===== src/rtl/countdown_timer_pkg.sv =====
// Shared types and helpers for the countdown timer: state encoding and count width.
package countdown_timer_pkg;

  typedef logic [1:0] state_t;

  localparam state_t ST_IDLE = 2'd0;
  localparam state_t ST_RUN  = 2'd1;
  localparam state_t ST_DONE = 2'd2;

  // Bits needed to hold every value 0..max_cnt.
  function automatic int unsigned cnt_width(input int unsigned max_cnt);
    return $clog2(max_cnt + 1);
  endfunction

endpackage


===== src/rtl/countdown_timer.sv =====
// Loadable countdown timer with one-shot or auto-reload expiry and abort.
// Optional COUNTDOWN_TIMER_PAUSE_EN adds i_pause to freeze counting in RUN.
module countdown_timer
  import countdown_timer_pkg::*;
#(
  parameter int unsigned MAX_CNT = 32,
  parameter bit          LOOP    = 1'b1
) (
  input  logic                             i_clk,
  input  logic                             i_rst,
  input  logic                             i_load_valid,
  input  logic [cnt_width(MAX_CNT)-1:0]    i_load_val,
  output logic                             o_load_ready,
  input  logic                             i_abort,
`ifdef COUNTDOWN_TIMER_PAUSE_EN
  input  logic                             i_pause,
`endif
  output logic [cnt_width(MAX_CNT)-1:0]    o_cnt,
  output logic                             o_done,
  output logic                             o_busy,
  output logic                             o_expired
);

  localparam int unsigned W     = cnt_width(MAX_CNT);
  localparam logic [W-1:0] MAX_V = W'(MAX_CNT);

  state_t         state_q, state_d;
  logic [W-1:0]   cnt_q, cnt_d;
  logic [W-1:0]   reload_q, reload_d;
  logic           done_q, done_d;
  logic           busy_q, expired_q, ready_q;
  logic [W-1:0]   load_sat_c;
  logic           pause_c;

`ifdef COUNTDOWN_TIMER_PAUSE_EN
  assign pause_c = i_pause;
`else
  assign pause_c = 1'b0;
`endif

  assign load_sat_c = (i_load_val > MAX_V) ? MAX_V : i_load_val;

  // Next-state: abort beats expiry and load; loads only outside RUN.
  always_comb begin
    state_d  = state_q;
    cnt_d    = cnt_q;
    reload_d = reload_q;
    done_d   = 1'b0;
    case (state_q)
      ST_RUN: begin
        if (i_abort) begin
          state_d = ST_IDLE;
          cnt_d   = '0;
        end else if (!pause_c) begin
          if (cnt_q == W'(1)) begin
            done_d = 1'b1;
            if (LOOP) begin
              cnt_d = reload_q;
            end else begin
              cnt_d   = '0;
              state_d = ST_DONE;
            end
          end else if (cnt_q != '0) begin
            cnt_d = cnt_q - W'(1);
          end
        end
      end
      default: begin
        if (i_abort) begin
          state_d = ST_IDLE;
          cnt_d   = '0;
        end else if (i_load_valid) begin
          cnt_d    = load_sat_c;
          reload_d = load_sat_c;
          if (load_sat_c == '0) begin
            state_d = ST_DONE;
            done_d  = 1'b1;
          end else begin
            state_d = ST_RUN;
          end
        end
      end
    endcase
  end

  // Status flags are registered from the next state so they track state_q exactly.
  always_ff @(posedge i_clk or negedge i_rst) begin
    if (!i_rst) begin
      state_q   <= ST_IDLE;
      cnt_q     <= '0;
      reload_q  <= '0;
      done_q    <= 1'b0;
      busy_q    <= 1'b0;
      expired_q <= 1'b0;
      ready_q   <= 1'b1;
    end else begin
      state_q   <= state_d;
      cnt_q     <= cnt_d;
      reload_q  <= reload_d;
      done_q    <= done_d;
      busy_q    <= (state_d == ST_RUN);
      expired_q <= (state_d == ST_DONE);
      ready_q   <= (state_d != ST_RUN);
    end
  end

  assign o_cnt        = cnt_q;
  assign o_done       = done_q;
  assign o_busy       = busy_q;
  assign o_expired    = expired_q;
  assign o_load_ready = ready_q;

endmodule


===== config.mk =====
export PLATFORM = sky130hd
export DESIGN_NAME = countdown_timer
export DESIGN_NICKNAME = d
export VERILOG_FILES = /design/src/rtl/countdown_timer_pkg.sv /design/src/rtl/countdown_timer.sv
export SDC_FILE = /design/constraint.sdc
export NUM_CORES = 1
export LEC_CHECK = 0
export ABC_AREA = 0
export BUFFER_PORTS_ARGS = -buffer_cell sky130_fd_sc_hd__buf_2
export CORE_MARGIN = 3
export CORE_UTILIZATION = 50
export CTS_CLUSTER_SIZE = 12
export DETAILED_ROUTE_END_ITERATION = 8
export PLACE_DENSITY_LB_ADDON = 0.3
export SETUP_SLACK_MARGIN = 0.02
export SLEW_MARGIN = 20
export SYNTH_ARGS = -nofsm -noshare
export SYNTH_HDL_FRONTEND = slang
export SYNTH_SLANG_ARGS = --single-unit

===== constraint.sdc =====
create_clock -name i_clk -period 2.5 [get_ports i_clk]
set_input_delay 0.375 -clock i_clk [delete_from_list [all_inputs] [get_ports i_clk]]
set_output_delay 0.375 -clock i_clk [all_outputs]
set_load 0.005 [all_outputs]

---- Word level (Yosys, flattened, before mapping) ----
Cells that the tools add are included.
word-level totals
  output and inout port bits .............. 10
  logic and storage cells ................. 40
  input port bits ......................... 10
  flip-flop bits (word level) ............. 18
cells by class
  mux-type cells .......................... 18
  bitwise operators ....................... 2
  equality and inequality tests ........... 6
  order comparisons ....................... 1
  reductions and logical operators ........ 5
  add/subtract/negate cells ............... 1
operators with widths
  operator             number
  $mux 6               7
  $mux 2               5
  $eq 6x1->1 const B   1
  $gt 6x6->1 const B   1
  $logic_not 6->1      1
  $mux 1               6
  $reduce_bool 6->1    1
  $sub 6x1->6 const B  1
  $eq 2x1->1 const B   2
  $ne 4x4->1 const B   1
  $reduce_and 3->1     1
  $reduce_bool 3->1    1
  $eq 2x2->1 const B   1
  $ne 2x1->1 const B   1
  $not 1->1            2
  $reduce_and 2->1     1

---- Longest topological paths before layout ----
  word-level depth ........................ 8
  gate-level depth with buffers ........... 7
  mapped depth without buffers ............ 6

---- Least setup slack after synthesis ----
Ideal clock, no wire load.
  path kind ............................... flip-flop to flip-flop
  from .................................... reg cnt_q[1] (netlist: o_cnt[1])
  to ...................................... reg cnt_q[5] (netlist: o_cnt[5])
  arrival time ............................ 1608 ps
  library setup time ...................... 122 ps
  cell stages (with the launch flop) ...... 8
  required time ........................... 2378 ps
  path slack .............................. 770 ps
  buffers on the path ..................... 1
  path through ............................ dfrtp_1 inv_1 ha_1 clkbuf_1 and4bb_2 a2bb2oi_4 o21ai_0 a32o_1
between the ends
  cells in the longest elaborated chain, start to end .. 5
  elaborated cells between the ends (all ways) .. 9
  classes of those cells .................. 1 x add/sub; 2 x eq/ne; 4 x mux; 2 x reduce/logical
ends and longest elaborated chain
  what                    line                   text
  from (decl)             countdown_timer.sv:28  logic [W-1:0] cnt_q, cnt_d;
  from (signal assigned)  countdown_timer.sv:98  cnt_q <= cnt_d;
  $sub 6x1->6             countdown_timer.sv:64  cnt_d = cnt_q - W'(1);
  $mux 6                  countdown_timer.sv:63  end else if (cnt_q != '0) begin
  $mux 6                  countdown_timer.sv:55  if (cnt_q == W'(1)) begin
  $mux 6                  countdown_timer.sv:51  if (i_abort) begin
  $mux 6                  countdown_timer.sv:49  case (state_q)
Several ways; a longest one is shown, not always the timed one. The select of a mux whose other input is x is not followed.
A chain may end at the register's enable or synchronous reset.

---- Worst setup path in the final report ----
Same ends and word-level chain as after synthesis.

==> impl_metrics.toml <==
[critical_path]
worst_setup_path_end_kind = "flip-flop"
rrSetupSlack_ps = 670
crit_type = "flip-flop to flip-flop"
start_kind = "flip-flop"
reg2regPathDepth = 6
cp_max_fo = 10
worst_r2r_startpoint = "o_cnt[1]"
crit_arrival_ps = 2020
r2r-end = "o_cnt[5]"
worstPathRequired_ps = 2700

[placement]
io_buffers = 19
dp_cells = 149
gp_congestion = 0.849
dpl.hpwl_um = 1680

[power_and_ir_drop]
p_leak_uw = 0.000533
combPwrFrac = 0.267
ir_worst_vdd_v = 0.000443
p_int_uw = 470
power_density_nw_per_um2 = 614
p_switching_uw = 237
seq_power_share = 0.512
switching_share = 0.335
clockPowerShare = 0.222

[detailed_routing]
route.detailed.drc = 0
drtIter0Drc = 15
num_vias = 872
vias_per_cell = 5.66
drt_wl_total_um = 2280
firstDrtPassIters = 4
ant_nets = 0
wl_per_cell_um = 14.8

[synthesis]
synth_nets = 119
ys_seq_area_frac = 0.453
synthAdderAreaFrac = 0.0251
synthFlopType = "dfrtp_1"
synth_area_per_cell_um2 = 9.32
synth_area_um2 = 997
synthDistinctLibCells = 35
synth-simple-area-share = 0.255
ys_seq_elements = 18
synth_xor_area_frac = 0.0176
synth_top_family_by_area = "simple AND/OR/NAND/NOR gates"
synth_mux_area_frac = 0
synth_compound_area_frac = 0.208
synthArstFlopShare = 1.00
netlist_instances = 107
yosysWarningCount = 0
synth-edff-count = 0

[sta]
relSlewSlack = 0.614
slew_violations = 0
fin_crit_sh = 0.731
setup_viol = 0
hold_ws_ps = 328
finClkSkew_ps = 8.78
worst_pin_slew_ps = 574
min_period_ps = 1830
rsz0062_at_grt = "false"
fmax_mhz = 547
finalHoldViolations = 0
setup_tns_ps = 0

[cts]
cts.sinks = 18
cts.path.max_buffers = 2
cts_tree = "yes"
root_buffer = "clkbuf_4"
insertion_delay_ps = 310
path_clk_slew_ps = 110
numCtsBuffers = 3
htreeDepth = 1
ctsResizeCount = 0

[run]
drv_cap = 0

[final_layout]
regArea_um2 = 452
area_growth_pct = 15.6
stdcell_count = 154
layout-drive-gt1-share = 0.233
multi_input_area_um2 = 504
fin_nets = 142
n_fill_cell = 177
antenna-diode-count = 0

[status]
status = "complete, no violations"

[global_routing]
grt_usage = 0.213
grt_antenna_before_repair = 0
grt_pass1_wl_um = 4060
grt_max_degree = 19
grt_pass1_vias = 911
globalRouteOverflowTotal = 0

[floorplan]
rows = 15
die_w_um = 50.7
start_util = 0.553
die_area_um2 = 2570
core-area_um2 = 1800
boundaryPins = 20
die_h_um = 50.7

[worst_hold_path]
hold_class = "primary input to flip-flop"
hold_start = "i_load_val[1]"
hold_depth = 3
hold_end = "reload_q[1]"
power groups by stage:
stage,clock network [uW],registers (uW),logic (uW)
2_1_floorplan,0,362,124
3_3_place_gp,0,365,182
3_5_place_dp,0,368,185
4_1_cts,159,362,188
5_1_grt,175,369,213
6_report,157,362,189
per-layer routing:
metal	global-route usage	vias to the layer above	share of wire	wire [um]
li1	-	431	-	-
met1	0.276	416	0.48	1100
met2	0.326	20	0.46	1050
met3	0.0445	5	0.036	81
met4	0.121	0	0.020	46
met5	0	-	0	0
cell type report:
class                           instances  share of cell area
Clock buffer                            4              0.0228
Inverter                                7              0.0228
Multi-Input combinational cell         79               0.438
Sequential cell                        18               0.392
Tap cell                               25              0.0271
Timing Repair Buffer                   21              0.0977
stage by stage:
step / util / area (um2) / power [uW] / worst slack [ps]
after floorplan: - / 997 / 486 / 770
after CTS: 0.640 / 1150 / 710 / 698
after global placement: 0.619 / 1120 / 547 / 755
after global routing: 0.640 / 1150 / 756 / 533
final: 0.640 / 1150 / 708 / 673
after detailed placement: 0.619 / 1120 / 554 / 725
registers in the layout (all words and copies together), names as in the netlist:
name and count:
o_busy 1, o_expired 1, o_done 1, o_load_ready 1
state_q 2, reload_q 6, o_cnt 6
worst max-delay path by stage:
stage                  start        to  slack [ps]  cells past startpoint
3_5_place_dp        o_cnt[1]  o_cnt[5]         720                      6
6_report            o_cnt[1]  o_cnt[5]         670                      6
3_3_place_gp   i_load_val[0]    o_busy         750                      5
5_1_grt             o_cnt[1]  o_cnt[5]         530                      6
4_1_cts             o_cnt[1]  o_cnt[5]         700                      6
2_1_floorplan       o_cnt[1]  o_cnt[5]         770                      7
worst max-delay path, stage by stage (launching register included):
cell       delay [ps]
dfrtp_1           450
inv_1             100
ha_1              320
and4bb_2          290
a2bb2oi_4         250
o21ai_0           110
a32o_1            200
layout by cell type (no fill, tap or decap), drive strengths merged:
cell type	count
a21boi	1
a21oi	4
a2bb2oi	1
a31oi	4
a32o	1
a32oi	2
and2	2
and3	1
and4bb	1
buf	20
clkbuf	4
dfrtp	17
dfstp	1
dlygate4sd3	1
ha	2
inv	7
nand2	18
nand3	2
nand3b	4
nor2	3
nor2b	1
nor3	6
nor3b	2
nor4	2
o211ai	2
o21a	1
o21ai	10
o22ai	2
o2bb2ai	1
o31ai	1
or2	1
or3	1
or4	1
xor2	2
cells in the mapped netlist, drive strengths merged, types with 3 or more instances:
cell    count  area [um2]
a21oi       4        20.0
a31oi       4        25.0
dfrtp      17         425
inv         7        26.3
nand2      18        67.6
nand3b      4        30.0
nor2        3        11.3
nor3        6        30.0
o21ai      10        50.1
what timing repair did:
action | CTS | global route
endpoints found under the hold margin | 17 | 0
hold buffers | 1 | 0
setup buffers | 0 | 0
logic make-up after synthesis:
logic type / count (synthesis)
compound gates: 30
xor+xnor: 2
fa+ha+maj: 2
buf+inv: 10
flops: 18
simple gates: 45
(Power assumes the default switching activity.)
